## src/rtl/mc_pkg.sv

```systemverilog
`default_nettype none
// ============================================================================
// Module  : mc_pkg
// Brief   : Shared encodings for the multi-cycle control unit.
// Revision: 1.0
// ============================================================================
package mc_pkg;

  typedef enum logic [2:0] {
    ST_FETCH  = 3'd0,
    ST_DECODE = 3'd1,
    ST_READ   = 3'd2,
    ST_EXEC   = 3'd3,
    ST_MEM    = 3'd4,
    ST_WB     = 3'd5,
    ST_HALT   = 3'd6
  } state_e;

  typedef enum logic [2:0] {
    CLS_NONE = 3'd0,
    CLS_ALU  = 3'd1,
    CLS_LW   = 3'd2,
    CLS_BEQ  = 3'd3,
    CLS_BNE  = 3'd4,
    CLS_JAL  = 3'd5,
    CLS_JR   = 3'd6
  } instr_cls_e;

  localparam logic [5:0] OP_RTYPE = 6'b000000;
  localparam logic [5:0] OP_ADDIU = 6'b001001;
  localparam logic [5:0] OP_BEQ   = 6'b000100;
  localparam logic [5:0] OP_BNE   = 6'b000101;
  localparam logic [5:0] OP_LW    = 6'b100011;
  localparam logic [5:0] OP_JAL   = 6'b000011;

  localparam logic [5:0] FN_ADDU  = 6'b100001;
  localparam logic [5:0] FN_SLT   = 6'b101010;
  localparam logic [5:0] FN_JR    = 6'b001000;

  localparam logic [1:0] ALU_ADD  = 2'b00;
  localparam logic [1:0] ALU_SLT  = 2'b01;
  localparam logic [1:0] ALU_ADDI = 2'b10;

  localparam logic [1:0] PC_SEL_SEQ = 2'd0;
  localparam logic [1:0] PC_SEL_BR  = 2'd1;
  localparam logic [1:0] PC_SEL_JMP = 2'd2;
  localparam logic [1:0] PC_SEL_REG = 2'd3;

  typedef struct packed {
    instr_cls_e cls;
    logic [1:0] alu_op;
    logic       writes_rf;
    logic       is_mem;
    logic       invalid;
  } dec_t;

endpackage
`default_nettype wire

```

## src/rtl/mc_decode.sv

```systemverilog
`default_nettype none
// ============================================================================
// Module  : mc_decode
// Brief   : Combinational opcode/funct classifier for the control FSM.
// Revision: 1.0
// ============================================================================
module mc_decode
  import mc_pkg::*;
(
  input  logic [5:0] opcode,
  input  logic [5:0] funct,
  output dec_t       dec
);

  always_comb begin
    dec = '{cls: CLS_NONE, alu_op: ALU_ADD, writes_rf: 1'b0, is_mem: 1'b0, invalid: 1'b0};
    case (opcode)
      OP_RTYPE: begin
        case (funct)
          FN_ADDU: begin dec.cls = CLS_ALU; dec.alu_op = ALU_ADD; dec.writes_rf = 1'b1; end
          FN_SLT:  begin dec.cls = CLS_ALU; dec.alu_op = ALU_SLT; dec.writes_rf = 1'b1; end
          FN_JR:   dec.cls = CLS_JR;
          default: dec.invalid = 1'b1;
        endcase
      end
      OP_ADDIU: begin dec.cls = CLS_ALU; dec.alu_op = ALU_ADDI; dec.writes_rf = 1'b1; end
      OP_LW: begin
        dec.cls       = CLS_LW;
        dec.alu_op    = ALU_ADDI;
        dec.writes_rf = 1'b1;
        dec.is_mem    = 1'b1;
      end
      OP_BEQ:  dec.cls = CLS_BEQ;
      OP_BNE:  dec.cls = CLS_BNE;
      OP_JAL:  dec.cls = CLS_JAL;
      default: dec.invalid = 1'b1;
    endcase
  end

endmodule
`default_nettype wire

```

## src/rtl/mc_control_unit.sv

```systemverilog
`default_nettype none
// ============================================================================
// Module  : mc_control_unit
// Brief   : Multi-cycle control FSM with a req/ready data-memory handshake.
// Revision: 1.0
// ============================================================================
module mc_control_unit
  import mc_pkg::*;
#(
  parameter int MAX_PC = 11,
  parameter int CNT_W  = 16
) (
  input  logic             clk,
  input  logic             rst,
  input  logic [5:0]       opcode,
  input  logic [5:0]       funct,
  input  logic             eq_flag,
  input  logic             dest_is_zero,
  input  logic [7:0]       pc,
  input  logic             mem_ready,
  output logic [2:0]       state,
  output logic             ir_we,
  output logic             rf_read_en,
  output logic [1:0]       alu_op,
  output logic             pc_we,
  output logic [1:0]       pc_src,
  output logic             link_we,
  output logic             mem_req,
  output logic             wb_src,
  output logic             rf_we,
  output logic             invalid,
  output logic             halted,
  output logic [CNT_W-1:0] retired,
  output logic [CNT_W-1:0] invalid_cnt
);

  localparam logic [7:0]       C_MAX_PC  = 8'(MAX_PC);
  localparam logic [CNT_W-1:0] C_CNT_ONE = CNT_W'(1);

  state_e           r_state, w_state_nxt;
  dec_t             w_dec;
  instr_cls_e       r_cls;
  logic [1:0]       r_alu_op;
  logic             r_writes_rf, r_is_mem, r_invalid;
  logic [CNT_W-1:0] r_retired, r_invalid_cnt;

  mc_decode u_decode (
    .opcode (opcode),
    .funct  (funct),
    .dec    (w_dec)
  );

  always_comb begin
    w_state_nxt = r_state;
    case (r_state)
      ST_FETCH:  w_state_nxt = ST_DECODE;
      ST_DECODE: w_state_nxt = ST_READ;
      ST_READ:   w_state_nxt = ST_EXEC;
      ST_EXEC:   w_state_nxt = ST_MEM;
      ST_MEM:    w_state_nxt = (r_is_mem && !mem_ready) ? ST_MEM : ST_WB;
      ST_WB:     w_state_nxt = (pc >= C_MAX_PC) ? ST_HALT : ST_FETCH;
      ST_HALT:   w_state_nxt = ST_HALT;
      default:   w_state_nxt = ST_FETCH;
    endcase
  end

  // Strobes decode the registered state; ir_we is masked so FETCH under reset stays quiet.
  always_comb begin
    ir_we      = 1'b0;
    rf_read_en = 1'b0;
    alu_op     = ALU_ADD;
    pc_we      = 1'b0;
    pc_src     = PC_SEL_SEQ;
    link_we    = 1'b0;
    mem_req    = 1'b0;
    wb_src     = 1'b0;
    rf_we      = 1'b0;
    case (r_state)
      ST_FETCH: ir_we = !rst;
      ST_READ:  rf_read_en = 1'b1;
      ST_EXEC: begin
        pc_we  = 1'b1;
        alu_op = r_alu_op;
        case (r_cls)
          CLS_BEQ: pc_src = eq_flag ? PC_SEL_BR : PC_SEL_SEQ;
          CLS_BNE: pc_src = eq_flag ? PC_SEL_SEQ : PC_SEL_BR;
          CLS_JAL: begin pc_src = PC_SEL_JMP; link_we = 1'b1; end
          CLS_JR:  pc_src = PC_SEL_REG;
          default: pc_src = PC_SEL_SEQ;
        endcase
      end
      ST_MEM: mem_req = r_is_mem;
      ST_WB: begin
        rf_we  = r_writes_rf && !r_invalid && !dest_is_zero;
        wb_src = (r_cls == CLS_LW);
      end
      default: ;
    endcase
  end

  always_ff @(posedge clk or posedge rst) begin
    if (rst) begin
      r_state       <= ST_FETCH;
      r_cls         <= CLS_NONE;
      r_alu_op      <= ALU_ADD;
      r_writes_rf   <= 1'b0;
      r_is_mem      <= 1'b0;
      r_invalid     <= 1'b0;
      r_retired     <= '0;
      r_invalid_cnt <= '0;
    end else begin
      r_state <= w_state_nxt;
      if (r_state == ST_DECODE) begin
        r_cls       <= w_dec.cls;
        r_alu_op    <= w_dec.alu_op;
        r_writes_rf <= w_dec.writes_rf;
        r_is_mem    <= w_dec.is_mem;
        r_invalid   <= w_dec.invalid;
      end else if (w_state_nxt == ST_FETCH) begin
        r_invalid <= 1'b0;
      end
      if (r_state == ST_WB) begin
        r_retired <= r_retired + C_CNT_ONE;
        if (r_invalid) r_invalid_cnt <= r_invalid_cnt + C_CNT_ONE;
      end
    end
  end

  assign state       = r_state;
  assign invalid     = r_invalid;
  assign halted      = (r_state == ST_HALT);
  assign retired     = r_retired;
  assign invalid_cnt = r_invalid_cnt;

endmodule
`default_nettype wire
```

## config.mk

```make
export PLATFORM = sky130hd
export DESIGN_NAME = mc_control_unit
export DESIGN_NICKNAME = d
export VERILOG_FILES = /design/src/rtl/mc_pkg.sv /design/src/rtl/mc_decode.sv /design/src/rtl/mc_control_unit.sv
export SDC_FILE = /design/constraint.sdc
export NUM_CORES = 1
export LEC_CHECK = 0
export CAP_MARGIN = 20
export CORE_MARGIN = 3
export CORE_UTILIZATION = 30
export DETAILED_ROUTE_END_ITERATION = 10
export PLACE_DENSITY = 0.6
export SETUP_SLACK_MARGIN = 0.15
export SLEW_MARGIN = 5
export SYNTH_ARGS = -nofsm -noshare
export SYNTH_HDL_FRONTEND = slang
export SYNTH_SLANG_ARGS = --single-unit
```

## constraint.sdc

```tcl
create_clock -name clk -period 1.75 [get_ports clk]
set_input_delay 0.35 -clock clk [delete_from_list [all_inputs] [get_ports clk]]
set_output_delay 0.35 -clock clk [all_outputs]
set_load 0.01 [all_outputs]
```

==> results of run 1 <==
==> worst max-delay path, cell delays in order, from the launching register on <==
cell	delay, ps
dfrtp_1	390
nand3b_1	210
buf_6	150
nor4b_2	220
buf_2	170
==> layer usage <==
metal,vias up,share of wire [%],GRT usage (%)
met3,4,6.7,3.90
met1,991,43,17.1
met2,63,50,23.7
met5,-,0,0
li1,1040,-,-
met4,0,0.78,3.34
==> final timing paths <==
path / slack (ps) / cells past startpoint / from / endpoint
max reg2reg: 90 / 6 / state[1]$_DFF_PP0_ / invalid_cnt[14]$_DFFE_PP0P_
min: 470 / 1 / retired[15]$_DFFE_PP0P_ / retired[15]$_DFFE_PP0P_
min in group asynchronous: 610 / 4 / rst / state[0]$_DFF_PP0_
min reg2reg: 470 / 1 / retired[15]$_DFFE_PP0P_ / retired[15]$_DFFE_PP0P_
max in group asynchronous: 920 / 4 / rst / invalid_cnt[3]$_DFFE_PP0P_
max: -30 / 4 / state[1]$_DFF_PP0_ / wb_src
==> state kept, by name (all words and copies together), names as in the netlist <==
signal,cells
r_writes_rf,1
r_cls,3
r_alu_op,2
retired,16
state,3
invalid_cnt,16
r_is_mem,1
invalid,1
==> layout make-up <==
class,instances,share of cell area [%]
clock buffer,6,1.87
inverter,13,1.26
clock inverter,2,1.54
tap,96,3.09
sequential,43,27.7
multi-input combinational,163,33.5
timing repair buffer,130,31.0
==> repair_timing <==
item                                    CTS  global route
buffers inserted                         24             5
hold endpoints to repair                  0             0
pin swaps                                15            20
endpoints found under the setup margin   42            48
gates resized for setup                  85            43
hold buffers                              0             0
==> cell families after synthesis <==
group / Yosys count / share of synthesized area, %
XOR/XNOR: 33 / 12.9
AND/OR/NAND/NOR: 101 / 26.4
adder cells (fa/ha/maj): 2 / 1.12
multiplexers: 1 / 0.503
flip-flops: 43 / 48.1
buffers and inverters: 21 / 3.75
AO/OA/AOI/OAI: 26 / 7.21
==> power by group through the flow <==
stage | registers [mW] | clock network, mW | logic [mW]
5_1_grt | 1.38 | 0.983 | 1.95
3_3_place_gp | 1.39 | 0 | 1.44
3_5_place_dp | 1.39 | 0 | 1.44
6_report | 1.34 | 0.910 | 1.79
4_1_cts | 1.34 | 0.935 | 1.69
2_1_floorplan | 1.43 | 0 | 0.621
==> cell usage in the layout, fill, tap and decap left out, types with 4 or more instances in the layout <==
cell             Yosys  final
nand2_1             21     19
nor2_4               0      4
dfrtp_1             43     41
dlymetal6s2s_1       0     12
buf_2                4      7
xnor2_1             20     16
dlygate4sd2_1        0      8
nor2_1              17     10
buf_6                0     13
clkbuf_8             0      5
clkdlybuf4s50_1      0     38
xor2_1              13     12
inv_1               13     12
o21ai_0             10      8
xnor2_2              0      4
nand4_1              7      7
a21oi_1              4      4
and3_1               7      6
nand3_1             10      8
buf_4                0     47
==> through the flow <==
stage                     worst slack (ps)  setup TNS (ps)  std cells  cell area, sq um
after floorplan                        136               0        227              2270
after global placement                -280           -1060        416              3300
after detailed placement              -303           -1240        416              3300
after CTS                            -63.3            -124        448              3690
after global routing                 -94.3            -240        453              3890
final                                -26.7           -26.7        453              3890
==> cells in the mapped netlist (2+ instances only) <==
cell and number:
buf_2 4, nand4_1 7, and3_1 7, xor2_1 13, and3b_1 2, nor3_1 3
xnor2_1 20, nor2_1 17, o21ai_0 10, clkbuf_1 4, nor3b_1 4, and4_1 2
and2_1 5, nor4_1 4, nand3_1 10, a21oi_1 4, nor4b_1 4, nand3b_1 2
nand2_1 21, dfrtp_1 43, inv_1 13, or2_2 2, nor3_2 2, a31oi_1 2
nand2b_1 2, ha_1 2
==> reports/qor.csv, run 1 <==
stage;metric;value;unit
cells_and_area;layout cells sized above 1;32.8;%
placement;DP HPWL;3980;um
sta;Slew headroom;77.3;%
cells_and_area;Final #Nets;383;
pwr;Tot Pwr;4.04;mW
yosys;Yosys top cell by area;dfrtp_1;
floorplanning;die width;92.4;um
placement;# port buffers;72;
yosys;Synth warnings;0;
sta;RSZ-0062 raised after global routing;true;
setup_path;crit path max fanout;2;
cells_and_area;multi-input logic area;0.00130;sq mm
yosys;Post-synth ARST share;100;%
pwr;Reg power frac;33.2;%
cells_and_area;final core occ;55.4;%
route;# DRC;0;
run_status;status;finished, violations left;
sta;Final setup viols;1;
setup_path;Crit path required time;1400;ps
sta;final max-slew violation count;0;
yosys;Seq cells post-synth;43;
floorplanning;die height;92.4;um
global_route;pin count of the biggest net entering global routing;44;
clock_tree;H-tree lvl count;2;
yosys;Post-synth EDFFs;0;
floorplanning;Initial Utilization;31.9;%
clock_tree;CTS tree;done;
cells_and_area;area delta synth->final;73.7;%
route;DRT Pass-1 Iters;4;
floorplanning;row count;30;
sta;Tmin final;1780;ps
route;remaining antenna violation count;0;
pwr;pwr/cell area;1040;mW/mm^2
route;drt total wl;5640;um
floorplanning;Top Ports;73;
setup_path;Setup crit start kind;flop;
pwr;Clock Power Share;22.5;%
sta;Tcrit/Tclk final;102;%
pwr;Sw Ratio;32.4;%
pwr;Pleak;2.02;nW
placement;gpl congestion;0.774;
yosys;area share of the largest cell type after synthesis;48.1;%
cells_and_area;FF/Latch Area;0.00108;sq mm
setup_path;Critical Path End Type;output port;
pwr;Psw;1.31;mW
cells_and_area;Antenna diodes;0;
clock_tree;Max Root-Sink Buffers;2;
pwr;Max VDD drop;448;uV
route;vias per inst;4.63;
global_route;number of global-route vias before repair;1996;
floorplanning;core area;0.00702;sq mm
worst_hold_path;min-delay worst type;flop to flop;
global_route;initial antenna violation count;0;
yosys;register area share after synthesis;48.1;%
yosys;Mapped Nets;254;
yosys;Synth Area per Inst;9.86;sq um
route;Iteration-0 DRC Markers;37;
clock_tree;Clk Latency, worst-skew pair;290;ps
sta;Peak Freq;0.563;GHz
yosys;Cell Area, Synth;0.00224;sq mm
run_status;failing checks;negative setup slack;
setup_path;crit path kind;flop to output port;
yosys;synth top area cells;dfrtp_1 (48%), xnor2_1 (7.8%), xor2_1 (5.1%);
clock_tree;clk root buf;clkbuf_8;
clock_tree;Clk pin slew, worst setup/hold paths;80;ps
sta;Worst Skew;5.45;ps
global_route;first-pass GRT wire length;9520;um
clock_tree;CTS Buf Count;5;
sta;final hold viol count;0;
pwr;P_int;2.73;mW
setup_path;CP arrival;1430;ps
floorplanning;full die area;0.00853;sq mm
sta;final worst slack;-26.7;ps
flow_run;max cap viols;0;
route;Routed WL per cell;12.5;um
yosys;Netlist cell types;44;
global_route;Total Routing Usage GR;13.8;%
clock_tree;# clock sinks;43;
global_route;total grt overflow;0;
pwr;Logic pwr share;44.3;%
cells_and_area;Fill cells;660;
yosys;Synth Flop Type;dfrtp_1;
route;Vias;2098;
sta;Least-Margin Pin Slew;340;ps
yosys;Syn Inst Count;227;
sta;Worst Hold Slack;466;ps
Power figures use the tool's default switching activity.
==> inputs of run 2 (changes only) <==
--- a/config.mk
+++ b/config.mk
@@ -7,9 +7,9 @@
 export LEC_CHECK = 0
 export CAP_MARGIN = 20
 export CORE_MARGIN = 3
-export CORE_UTILIZATION = 30
+export CORE_UTILIZATION = 35
 export DETAILED_ROUTE_END_ITERATION = 10
-export PLACE_DENSITY = 0.6
+export PLACE_DENSITY = 0.68
 export SETUP_SLACK_MARGIN = 0.15
 export SLEW_MARGIN = 5
 export SYNTH_ARGS = -nofsm -noshare
==> constraint.sdc (replaced) <==
create_clock -name clk -period 1.75 [get_ports clk]
set_input_delay 0.2625 -clock clk [delete_from_list [all_inputs] [get_ports clk]]
set_output_delay 0.2625 -clock clk [all_outputs]
set_load 0.01 [all_outputs]
==> reports/qor.csv, run 2 (synthesis results as in run 1) <==
stage;metric;value;unit
run_status;status;completed;
route;# DRC;0;
floorplanning;Initial Utilization;36.9;%
setup_path;Crit path required time;1490;ps
floorplanning;die height;86.0;um
placement;DP HPWL;3960;um
worst_hold_path;Hold Startpoint;retired[15]$_DFFE_PP0P_;
sta;RSZ-0062 raised after global routing;true;
sta;Final setup viols;0;
global_route;first-pass GRT wire length;9000;um
pwr;P_int;2.53;mW
global_route;pin count of the biggest net entering global routing;44;
cells_and_area;Finished Layout Cells;408;
setup_path;CP arrival;1470;ps
pwr;Max VDD drop;568;uV
cells_and_area;most common cell after layout, fill and taps aside;clkdlybuf4s50_1;
pwr;Sw Ratio;33.8;%
floorplanning;die width;86.0;um
cells_and_area;layout cells sized above 1;27.9;%
clock_tree;# clock sinks;43;
pwr;pwr/cell area;1080;mW/mm^2
clock_tree;CTS Buf Count;5;
clock_tree;Clk Latency, worst-skew pair;290;ps
setup_path;Worst R2R Start;state[1]$_DFF_PP0_;
floorplanning;core area;0.00606;sq mm
route;drt total wl;5520;um
pwr;Clock Power Share;21.1;%
setup_path;CP peak stage delay;430;ps
setup_path;crit path max fanout;5;
sta;Peak Freq;0.578;GHz
route;Iteration-0 DRC Markers;51;
clock_tree;H-tree lvl count;2;
placement;placed cells;388;
setup_path;Critical Path End Type;output port;
sta;final hold viol count;0;
setup_path;crit path kind;flop to output port;
setup_path;slowest cell on the critical path;dfrtp_2;
global_route;initial antenna violation count;0;
sta;Slew headroom;74.6;%
sta;final max-slew violation count;0;
sta;Least-Margin Pin Slew;376;ps
clock_tree;Clk pin slew, worst setup/hold paths;80;ps
floorplanning;row count;28;
pwr;Pleak;1.64;nW
global_route;Total Routing Usage GR;14.9;%
sta;Worst Skew;5.73;ps
route;vias per inst;5.00;
placement;gpl congestion;0.807;
pwr;Logic pwr share;42.4;%
floorplanning;Top Ports;73;
cells_and_area;final core occ;58.4;%
setup_path;crit-path cells;nand3b_1 > nor4_2 > clkdlybuf4s15_2;
placement;# port buffers;72;
global_route;total grt overflow;0;
flow_run;max cap viols;0;
setup_path;Setup crit start kind;flop;
cells_and_area;Final #Nets;359;
clock_tree;Max Root-Sink Buffers;2;
cells_and_area;Antenna diodes;0;
cells_and_area;Final Instance Area;0.00354;sq mm
route;Routed WL per cell;13.5;um
pwr;Psw;1.29;mW
setup_path;CP Launch Point;state[1]$_DFF_PP0_;
route;remaining antenna violation count;0;
route;Vias;2038;
sta;Tmin final;1730;ps
clock_tree;clk root buf;clkbuf_8;
route;DRT Pass-1 Iters;4;
sta;Worst Hold Slack;466;ps
worst_hold_path;min-delay worst type;flop to flop;
pwr;Reg power frac;36.5;%
sta;Setup TNS Final;0;ps
global_route;number of global-route vias before repair;1982;
cells_and_area;most frequent cells in the layout;clkdlybuf4s50_1 (56), dfrtp_1 (33), buf_4 (24);
sta;Tcrit/Tclk final;98.9;%
placement;Cell Area, Placed;0.00321;sq mm
cells_and_area;area delta synth->final;58.2;%
clock_tree;CTS tree;done;
floorplanning;full die area;0.00739;sq mm
[run 2: final cells by class]
cell class / count / area [sq um]
clock buffers: 6 / 82.6
inverters: 13 / 48.8
well taps: 75 / 93.8
multi-input cells: 163 / 1220
clock inverters: 2 / 35.0
fillers: 554 / 2520
flip-flops and latches: 43 / 1090
repair buffers: 106 / 970
[run 2: worst paths after layout]
path                                               to  slack (ps)  depth (start not counted)
max                                             rf_we          20                          3
min reg2reg                   retired[15]$_DFFE_PP0P_         470                          1
max reg2reg                   retired[15]$_DFFE_PP0P_         160                          6
max in group asynchronous  invalid_cnt[6]$_DFFE_PP0P_        1010                          4
min in group asynchronous      retired[1]$_DFFE_PP0P_         510                          4
min                           retired[15]$_DFFE_PP0P_         470                          1
[run 2: critical path: cells and delay by family, from the launching register on]
kind	cells	cell delay, ps
simple gates	2	470
buf+inv	1	280
flops	1	430
[run 2: layer usage]
metal	part of all wire (%)	GRT usage (%)	routed length, um	up-vias
met4	0.80	3.74	44	0
met2	49	25.6	2700	71
met1	43	18.1	2360	964
li1	-	-	-	996
met3	7.5	4.80	413	7
met5	0	0	0	-
[run 2: per-stage QoR]
stage	setup WS (ps)	power, mW
2_1_floorplan	168	2.02
3_3_place_gp	-153	2.75
3_5_place_dp	-130	2.77
4_1_cts	-20.9	3.73
5_1_grt	-44.1	4.05
6_report	20.1	3.82
[run 2: timing repair]
action | CTS | global route
gates cloned | 1 | 0
hold endpoints to repair | 0 | 0
resized for setup | 68 | 33
pin swaps | 2 | 17
buffers inserted | 6 | 5
hold buffers | 0 | 0
setup endpoints to repair | 22 | 31
[run 2: power groups by stage]
stage               Clock [mW]  Combinational [mW]  Sequential [mW]
global route             0.865                1.76             1.43
detailed placement           0                1.37             1.40
finish                   0.806                1.62             1.39
floorplan                    0               0.588             1.43
CTS                      0.833                1.51             1.39
global placement             0                1.35             1.39
